[config.mk]
export PLATFORM = sky130hd
export DESIGN_NAME = fetch_queue
export DESIGN_NICKNAME = d
export VERILOG_FILES = /design/src/rtl/fetch_queue.sv
export SDC_FILE = /design/constraint.sdc
export NUM_CORES = 1
export LEC_CHECK = 0
export ABC_CLOCK_PERIOD_IN_PS = 2800
export CAP_MARGIN = 25
export CORE_MARGIN = 2
export CORE_UTILIZATION = 49
export DETAILED_ROUTE_END_ITERATION = 8
export PLACE_DENSITY = 0.76
export SYNTH_ARGS = -nofsm -noshare
export SYNTH_HDL_FRONTEND = slang
export SYNTH_SLANG_ARGS = --single-unit
[constraint.sdc]
create_clock -name i_clk -period 2.8 [get_ports i_clk]
set_input_delay 0.56 -clock i_clk [delete_from_list [all_inputs] [get_ports i_clk]]
set_output_delay 0.56 -clock i_clk [all_outputs]
set_load 0.05 [all_outputs]
[src/rtl/fetch_queue.sv]
// Fetch-to-align instruction queue: DEPTH-entry circular buffer of {pc, data, fault}
// with registered full back-pressure, head read straight from storage, and flush.
module fetch_queue #(
  parameter int DEPTH = 4,
  parameter int CNT_W = $clog2(DEPTH) + 1
) (
  input  logic             i_clk,
  input  logic             i_rst_n,
  input  logic             i_flush,
  input  logic             i_valid,
  input  logic [31:0]      i_pc,
  input  logic [31:0]      i_data,
  input  logic             i_fault,
  output logic             o_stall,
  input  logic             i_stall,
  output logic             o_valid,
  output logic [31:0]      o_pc,
  output logic [31:0]      o_data,
  output logic             o_fault,
  output logic [CNT_W-1:0] o_count
);

  localparam int PTR_W = $clog2(DEPTH);

  logic [31:0]      pc_mem    [DEPTH];
  logic [31:0]      data_mem  [DEPTH];
  logic             fault_mem [DEPTH];

  logic [PTR_W-1:0] rd_ptr_q, rd_ptr_d;
  logic [PTR_W-1:0] wr_ptr_q, wr_ptr_d;
  logic [CNT_W-1:0] count_q, count_d;
  logic             push;
  logic             pop;

  // Full is decoded from the registered count only, so fetch never sees a path from align.
  assign o_stall = (count_q == CNT_W'(DEPTH));
  assign o_valid = (count_q != '0) && !i_flush;
  assign o_count = count_q;

  assign push = i_valid && !o_stall && !i_flush;
  assign pop  = o_valid && !i_stall;

  assign o_pc    = pc_mem[rd_ptr_q];
  assign o_data  = data_mem[rd_ptr_q];
  assign o_fault = fault_mem[rd_ptr_q];

  always_comb begin
    rd_ptr_d = rd_ptr_q;
    wr_ptr_d = wr_ptr_q;
    count_d  = count_q;
    if (i_flush) begin
      rd_ptr_d = '0;
      wr_ptr_d = '0;
      count_d  = '0;
    end else begin
      if (push) wr_ptr_d = wr_ptr_q + PTR_W'(1);
      if (pop)  rd_ptr_d = rd_ptr_q + PTR_W'(1);
      case ({push, pop})
        2'b10:   count_d = count_q + CNT_W'(1);
        2'b01:   count_d = count_q - CNT_W'(1);
        default: count_d = count_q;
      endcase
    end
  end

  always_ff @(posedge i_clk or negedge i_rst_n) begin
    if (!i_rst_n) begin
      rd_ptr_q <= '0;
      wr_ptr_q <= '0;
      count_q  <= '0;
    end else begin
      rd_ptr_q <= rd_ptr_d;
      wr_ptr_q <= wr_ptr_d;
      count_q  <= count_d;
    end
  end

  // Payload storage is never reset; o_valid qualifies it.
  always_ff @(posedge i_clk) begin
    if (push) begin
      pc_mem[wr_ptr_q]    <= i_pc;
      data_mem[wr_ptr_q]  <= i_data;
      fault_mem[wr_ptr_q] <= i_fault;
    end
  end

endmodule

==> impl_metrics.csv, run 1 <==
group,metric,value,unit
sta,hold_violations,0,
logic_synthesis,synth_fa_ha_area_share,0.701,%
cts,clk_path_buf_depth,3,
finish,area_delta_synth_final,29.5,%
placed_design,dp_slack,0.244,ns
routing,via_count,4722,
sta,layout_setup_ws,0.0915,ns
logic_synthesis,yosysWarnings,0,
floorplan,core,20100,um^2
power,leakagePower,4.28,nW
floorplan,ios,140,
floorplan,start_util,49.7,%
sta,holdWs,0.308,ns
cts,clk_pin_slew_worst_paths,0.06,ns
floorplan,die_w,147,um
finish,multiInputGateArea,1850,um^2
routing,wl_per_cell,21.2,um
placed_design,io_buffers,139,
sta,setup-violations-final,0,
run_status,status,"completed",
logic_synthesis,synth_top_family_by_area,"multiplexers",
finish,fillers,1293,
cts,tritoncts,"done",
routing,drt_iter0_markers,324,
finish,design_area,12900,um^2
setup_path,cp_slowest_cell,"dlygate4sd2_1",
sta,fmax,369,MHz
setup_path,crit_fanout,10,
logic_synthesis,yosys.area_share.simple,1.55,%
cts,cts_htree_levels,1,
power,p_comb_share,19.6,%
routing,routed_wl,18.5,mm
cts,cts_hold_buf,0,
setup_path,cp.arrival,2.15,ns
sta,relSlewSlack,65.3,%
global_routing,grt_pass1_wl,28.3,mm
placed_design,hpwlAfterDp,11.5,mm
setup_path,critPathTopFamily,"buffers and inverters",
finish,drive_above_1_share,34.9,%
sta,finalCritPeriodShare,96.7,%
logic_synthesis,avgSynthCellArea,24.5,um^2
sta,clock_skew,0.0123,ns
routing,via_per_inst,5.42,
sta,rsz0062_at_grt,"no",
routing,dr.pass1.iters,4,
global_routing,first_global_vias,5074,
setup_path,crit_buf_inv,2,
finish,layout.cells.most_common,"edfxtp_1",
placed_design,place_area,12000,um^2
cts,cts_made_buffers,26,
sta,tightestPinTransition,0.517,ns
power,p_total,0.0101,W
sta,setup-tns-final,0,ns
logic_synthesis,synthDistinctLibCells,37,
finish,seq_area,7990,um^2
job,drv_cap,0,
cts,numClockSinks,267,
logic_synthesis,syn_nets,483,
placed_design,routabilityCongestion,0.732,
setup_path,worstPathRequired,2.24,ns
cts,insertion_delay,0.53,ns
sta,slew_violations,0,
logic_synthesis,synth_xor_area_share,0.175,%
setup_path,worstPathCellList,"or3b_4 > clkinv_2 > dlygate4sd2_1",
routing,ant_nets,0,
finish,final_cell_mix,"260 x edfxtp_1, 72 x clkdlybuf4s50_1, 65 x mux4_2",
sta,min_period,2.71,ns
power,switching_share,25.8,%
routing,drc_errors,0,
floorplan,die_h,147,um
logic_synthesis,synth_area,9990,um^2
power,switchingPower,0.00260,W
cts,cts_root_buf,"clkbuf_16",
floorplan,die_area,21600,um^2
global_routing,grt_max_degree,52,
global_routing,antenna_found_initial,0,
min_path,hp-class,"in -> async",
logic_synthesis,yosysSeqAreaShare,79.9,%
logic_synthesis,synthMuxAreaShare,14.8,%
setup_path,crit_path_max_incr_delay,0.54,ns
power,p_int,0.00746,W
logic_synthesis,synthCells,408,
floorplan,num_rows,52,
setup_path,start_kind,"register",
power,sequentialPowerShare,45.6,%
finish,final_net_count,658,
logic_synthesis,synth-compound-area-share,1.25,%
logic_synthesis,synth-seq-cells,267,
setup_path,endpoint_kind,"output port",
power,clkPwrFrac,34.8,%
global_routing,grt_remaining_overflow,0,
setup_path,worstSetupPathType,"reg -> out",
finish,antenna_cells,0,
power,peakVddDrop,0.442,mV
global_routing,track_usage,17.2,%
power,p_per_area,777,nW/um^2
-- cells in the mapped netlist (all sizes together) --
| cell type | n | area share [%] |
|---|---|---|
| edfxtp | 260 | 78 |
| mux4 | 65 | 15 |
| buf | 18 | 1.5 |
| dfrtp | 7 | 1.8 |
| a21oi | 5 | 0.25 |
| and2 | 4 | 0.25 |
| ha | 4 | 0.50 |
| nand3 | 4 | 0.20 |
| inv | 3 | 0.11 |
| nand2 | 3 | 0.11 |
| nand2b | 3 | 0.19 |
| o21ai | 3 | 0.15 |
| or3 | 3 | 0.19 |
| a211oi | 2 | 0.15 |
| a21o | 2 | 0.15 |
| nor2 | 2 | 0.075 |
| nor3 | 2 | 0.15 |
| o2111ai | 2 | 0.18 |
| or2 | 2 | 0.13 |
| or3b | 2 | 0.20 |
| xor2 | 2 | 0.18 |
| a2111oi | 1 | 0.088 |
| a21boi | 1 | 0.075 |
| a31oi | 1 | 0.063 |
| clkbuf | 1 | 0.038 |
| clkinv | 1 | 0.050 |
| fa | 1 | 0.20 |
| mux2i | 1 | 0.10 |
| nor2b | 1 | 0.063 |
| o211ai | 1 | 0.075 |
| o21bai | 1 | 0.075 |
-- through the flow --
stage / util (%) / std cells
after floorplan: - / 408
after global placement: 59.6 / 818
after detailed placement: 59.6 / 818
after CTS: 64.1 / 866
after global routing: 64.4 / 872
final: 64.4 / 872
-- power groups by stage --
stage	Combinational (W)	Clock (W)	Sequential [W]
final	0.00197	0.00350	0.00459
after global routing	0.00205	0.00372	0.00460
after CTS	0.00194	0.00357	0.00461
after detailed placement	0.00190	0	0.00471
after global placement	0.00188	0	0.00469
after floorplan	0.00121	0	0.00467
-- state kept, by name (all words and copies together) (netlist names) --
register	cells
wr_ptr_q	2
rd_ptr_q	2
o_count	3
pc_mem	128
fault_mem	4
data_mem	128
-- what timing repair did --
item	in CTS	in global routing
cloned	0	0
endpoints found under the setup margin	45	2
setup buffers	1	6
resized for setup	1	0
-- area by class of cell --
type                       count  area share [%]
timing repair buffer         166            14.4
clock inverter                19            1.73
multi-input combinational    118            14.3
sequential                   267            61.8
tap                          270            2.61
inverter                       4           0.126
clock buffer                  28            5.09
-- worst register-to-register path: stages, from the launching register on --
cell       delay, ns
dfrtp_1         0.51
or3b_4          0.47
a211oi_1        0.30
fa_1            0.46
nor2b_1         0.15
o2111ai_1       0.11
o211ai_1        0.13
-- worst paths after layout --
| path | start | to | slack [ns] | cells past startpoint |
|---|---|---|---|---|
| worst max-delay path | o_count[0]$_DFFE_PN0P_ | o_stall | 0.09 | 3 |
| worst min-delay path | i_rst_n | o_count[2]$_DFFE_PN0P_ | 0.31 | 1 |
| worst max register to register | o_count[0]$_DFFE_PN0P_ | o_count[1]$_DFFE_PN0P_ | 0.53 | 6 |
| worst min register to register | wr_ptr_q[1]$_DFFE_PN0P_ | wr_ptr_q[1]$_DFFE_PN0P_ | 0.61 | 2 |
| max in group asynchronous | i_rst_n | rd_ptr_q[0]$_DFFE_PN0P_ | 2.20 | 1 |
| min in group i_clk | wr_ptr_q[1]$_DFFE_PN0P_ | wr_ptr_q[1]$_DFFE_PN0P_ | 0.61 | 2 |
-- kinds of logic after synthesis --
family,count (synthesis)
adder cells (fa/ha/maj),5
multiplexers,66
flip-flops,267
XOR/XNOR,2
AO/OA/AOI/OAI,19
buffers and inverters,23
AND/OR/NAND/NOR,26
-- per-layer routing --
metal | up-vias | wire, um | part of all wire (%) | global-route usage, %
li1 | 2087 | - | - | -
met3 | 30 | 938 | 5.1 | 3.32
met2 | 143 | 9750 | 53 | 30.0
met1 | 2462 | 7340 | 40 | 22.0
met4 | 0 | 443 | 2.4 | 5.63
met5 | - | 0 | 0 | 0
(Power assumes the default switching activity.)
==> run 2: changes to the inputs <==
- SLEW_MARGIN: unset -> 40
==> results of run 2 <==
Final layout, timing and power as in run 1 (identical DEF).
==> run 3: changes to the inputs <==
- CORE_ASPECT_RATIO: unset -> 0.9
- CTS_CLUSTER_SIZE: unset -> 28
==> run 3 against run 2 <==
Effect of this change:
- clock-buffer cell count grew 6
- register-to-register slack lost 0.02 ns
- critical path depth is the same
- die area is essentially flat
- clock skew shrank 0.0068 ns
- first-iteration DRC count shrank 16%
- largest cell class unchanged
- largest power group unchanged
==> impl_metrics.csv, run 3 (synthesis gave the netlist of run 1 again) <==
group,metric,value,unit
run_status,status,"completed",
min_path,hp-class,"in -> async",
cts,clk_path_buf_depth,3,
cts,clk_pin_slew_worst_paths,0.06,ns
finish,largestRegisters,"data_mem x128, pc_mem x128, fault_mem x4",
routing,ant_nets,0,
routing,dr.pass1.iters,4,
floorplan,die_area,21600,um^2
floorplan,core,20000,um^2
global_routing,grt_pass1_wl,29.6,mm
global_routing,track_usage,17.9,%
sta,relSlewSlack,64.7,%
sta,clock_skew,0.00550,ns
finish,drive_above_1_share,33.1,%
global_routing,grt_remaining_overflow,0,
routing,via_count,4669,
sta,holdWs,0.310,ns
finish,layout.cells.most_common,"edfxtp_1",
routing,drc_errors,0,
finish,final_cell_mix,"260 x edfxtp_1, 72 x clkdlybuf4s50_1, 65 x mux4_2",
setup_path,r2r_start,"o_count[0]$_DFFE_PN0P_",
finish,area_delta_synth_final,28.6,%
job,drv_cap,0,
finish,fin_cells,853,
cts,tritoncts,"done",
power,peakVddDrop,0.645,mV
global_routing,grt-busiest-layer,"met2",
floorplan,die_h,139,um
sta,slew_violations,0,
placed_design,place_area,12000,um^2
setup_path,worstPathRequired,2.24,ns
sta,setup-violations-final,0,
sta,rsz0062_at_grt,"no",
sta,tightestPinTransition,0.525,ns
sta,min_period,2.71,ns
sta,fmax,369,MHz
floorplan,ios,140,
setup_path,worstSetupPathType,"reg -> out",
setup_path,endpoint_kind,"output port",
routing,drt_iter0_markers,272,
global_routing,grt_use_met1,24.9,%
global_routing,first_global_vias,5075,
sta,setup-tns-final,0,ns
routing,via_per_inst,5.47,
setup_path,crit_fanout,26,
global_routing,met3_usage,4.33,%
finish,design_area,12800,um^2
global_routing,grt_max_degree,48,
setup_path,cp.arrival,2.15,ns
floorplan,start_util,50.0,%
cts,numClockSinks,267,
cts,cts_htree_levels,1,
cts,cts_hold_buf,0,
placed_design,io_buffers,139,
cts,cts_made_buffers,27,
power,leakagePower,4.23,nW
global_routing,grt_use_met2,29.1,%
setup_path,r2r-end,"o_count[1]$_DFFE_PN0P_",
sta,hold_violations,0,
setup_path,ff2ff_path_depth,6,
placed_design,hpwlAfterDp,12.0,mm
sta,finalCritPeriodShare,96.8,%
setup_path,rrSetupSlack,0.51,ns
finish,antenna_cells,0,
finish,final_net_count,653,
setup_path,start_kind,"register",
routing,routed_wl,19.0,mm
floorplan,die_w,155,um
floorplan,num_rows,49,
cts,insertion_delay,0.52,ns
routing,wl_per_cell,22.3,um
cts,cts_root_buf,"clkbuf_16",
placed_design,routabilityCongestion,0.860,
placed_design,placed_cells,801,
global_routing,antenna_found_initial,2,
power,p_per_area,769,nW/um^2
run 3: cell count changes in the layout (fill, tap and decap cells not counted):
cell,before,now
buf_4,59,50
bufinv_16,4,2
clkinv_1,5,8
buf_16,1,0
clkinv_4,1,0
buf_12,33,37
clkinv_2,5,4
clkinv_8,2,0
clkbuf_1,2,7
clkbuf_16,26,27
clkinvlp_4,2,1
run 3: worst max-delay path, cell delays in order (launching register included):
cell	delay, ns
dfrtp_4	0.69
buf_4	0.35
mux4_2	0.40
buf_12	0.18
run 3: report_power, final:
part,internal (W),switching (W)
combinational,0.000840,0.00111
clock,0.00195,0.00137
sequential,0.00453,0.0000709
total,0.00732,0.00256
run 3: final cells by class:
cell class / instances / area, um^2
clock buffer: 34 / 702
clock inverter: 15 / 121
fill: 1290 / 7140
inverter: 4 / 16.3
multi-input combinational: 118 / 1850
sequential: 267 / 7990
tap: 255 / 319
timing repair buffer: 160 / 1850
run 3: per-stage QoR:
step	setup WS, ns	total power, W	utilization [%]
3_5_place_dp	0.220	0.00665	60.0
5_1_grt	0.00769	0.0102	64.3
3_3_place_gp	0.321	0.00662	60.0
2_1_floorplan	0.0498	0.00589	-
4_1_cts	0.0398	0.00998	64.3
6_report	0.0899	0.00988	64.3
run 3: routing by layer:
layer | vias to the layer above | routed length (um)
met5 | - | 15
met4 | 2 | 380
met3 | 33 | 1160
met2 | 130 | 9510
met1 | 2436 | 7930
li1 | 2068 | -
run 3: how the worst max path moves through the flow:
stage,from,to,slack [ns],cells past startpoint
after floorplan,o_count[2]$_DFFE_PN0P_,data_mem[0][0]$_DFFE_PP_,0.05,5
after global placement,i_flush,o_count[1]$_DFFE_PN0P_,0.32,7
after detailed placement,i_flush,o_count[1]$_DFFE_PN0P_,0.22,7
after CTS,rd_ptr_q[1]$_DFFE_PN0P_,o_data[5],0.04,3
after global routing,rd_ptr_q[1]$_DFFE_PN0P_,o_data[8],0.008,3
final,rd_ptr_q[1]$_DFFE_PN0P_,o_data[5],0.09,3
run 3: repair_timing:
item,4_1_cts,5_1_grt
resized for setup,1,0
setup buffers,3,0
setup endpoints to repair,9,0
hold endpoints to repair,0,0
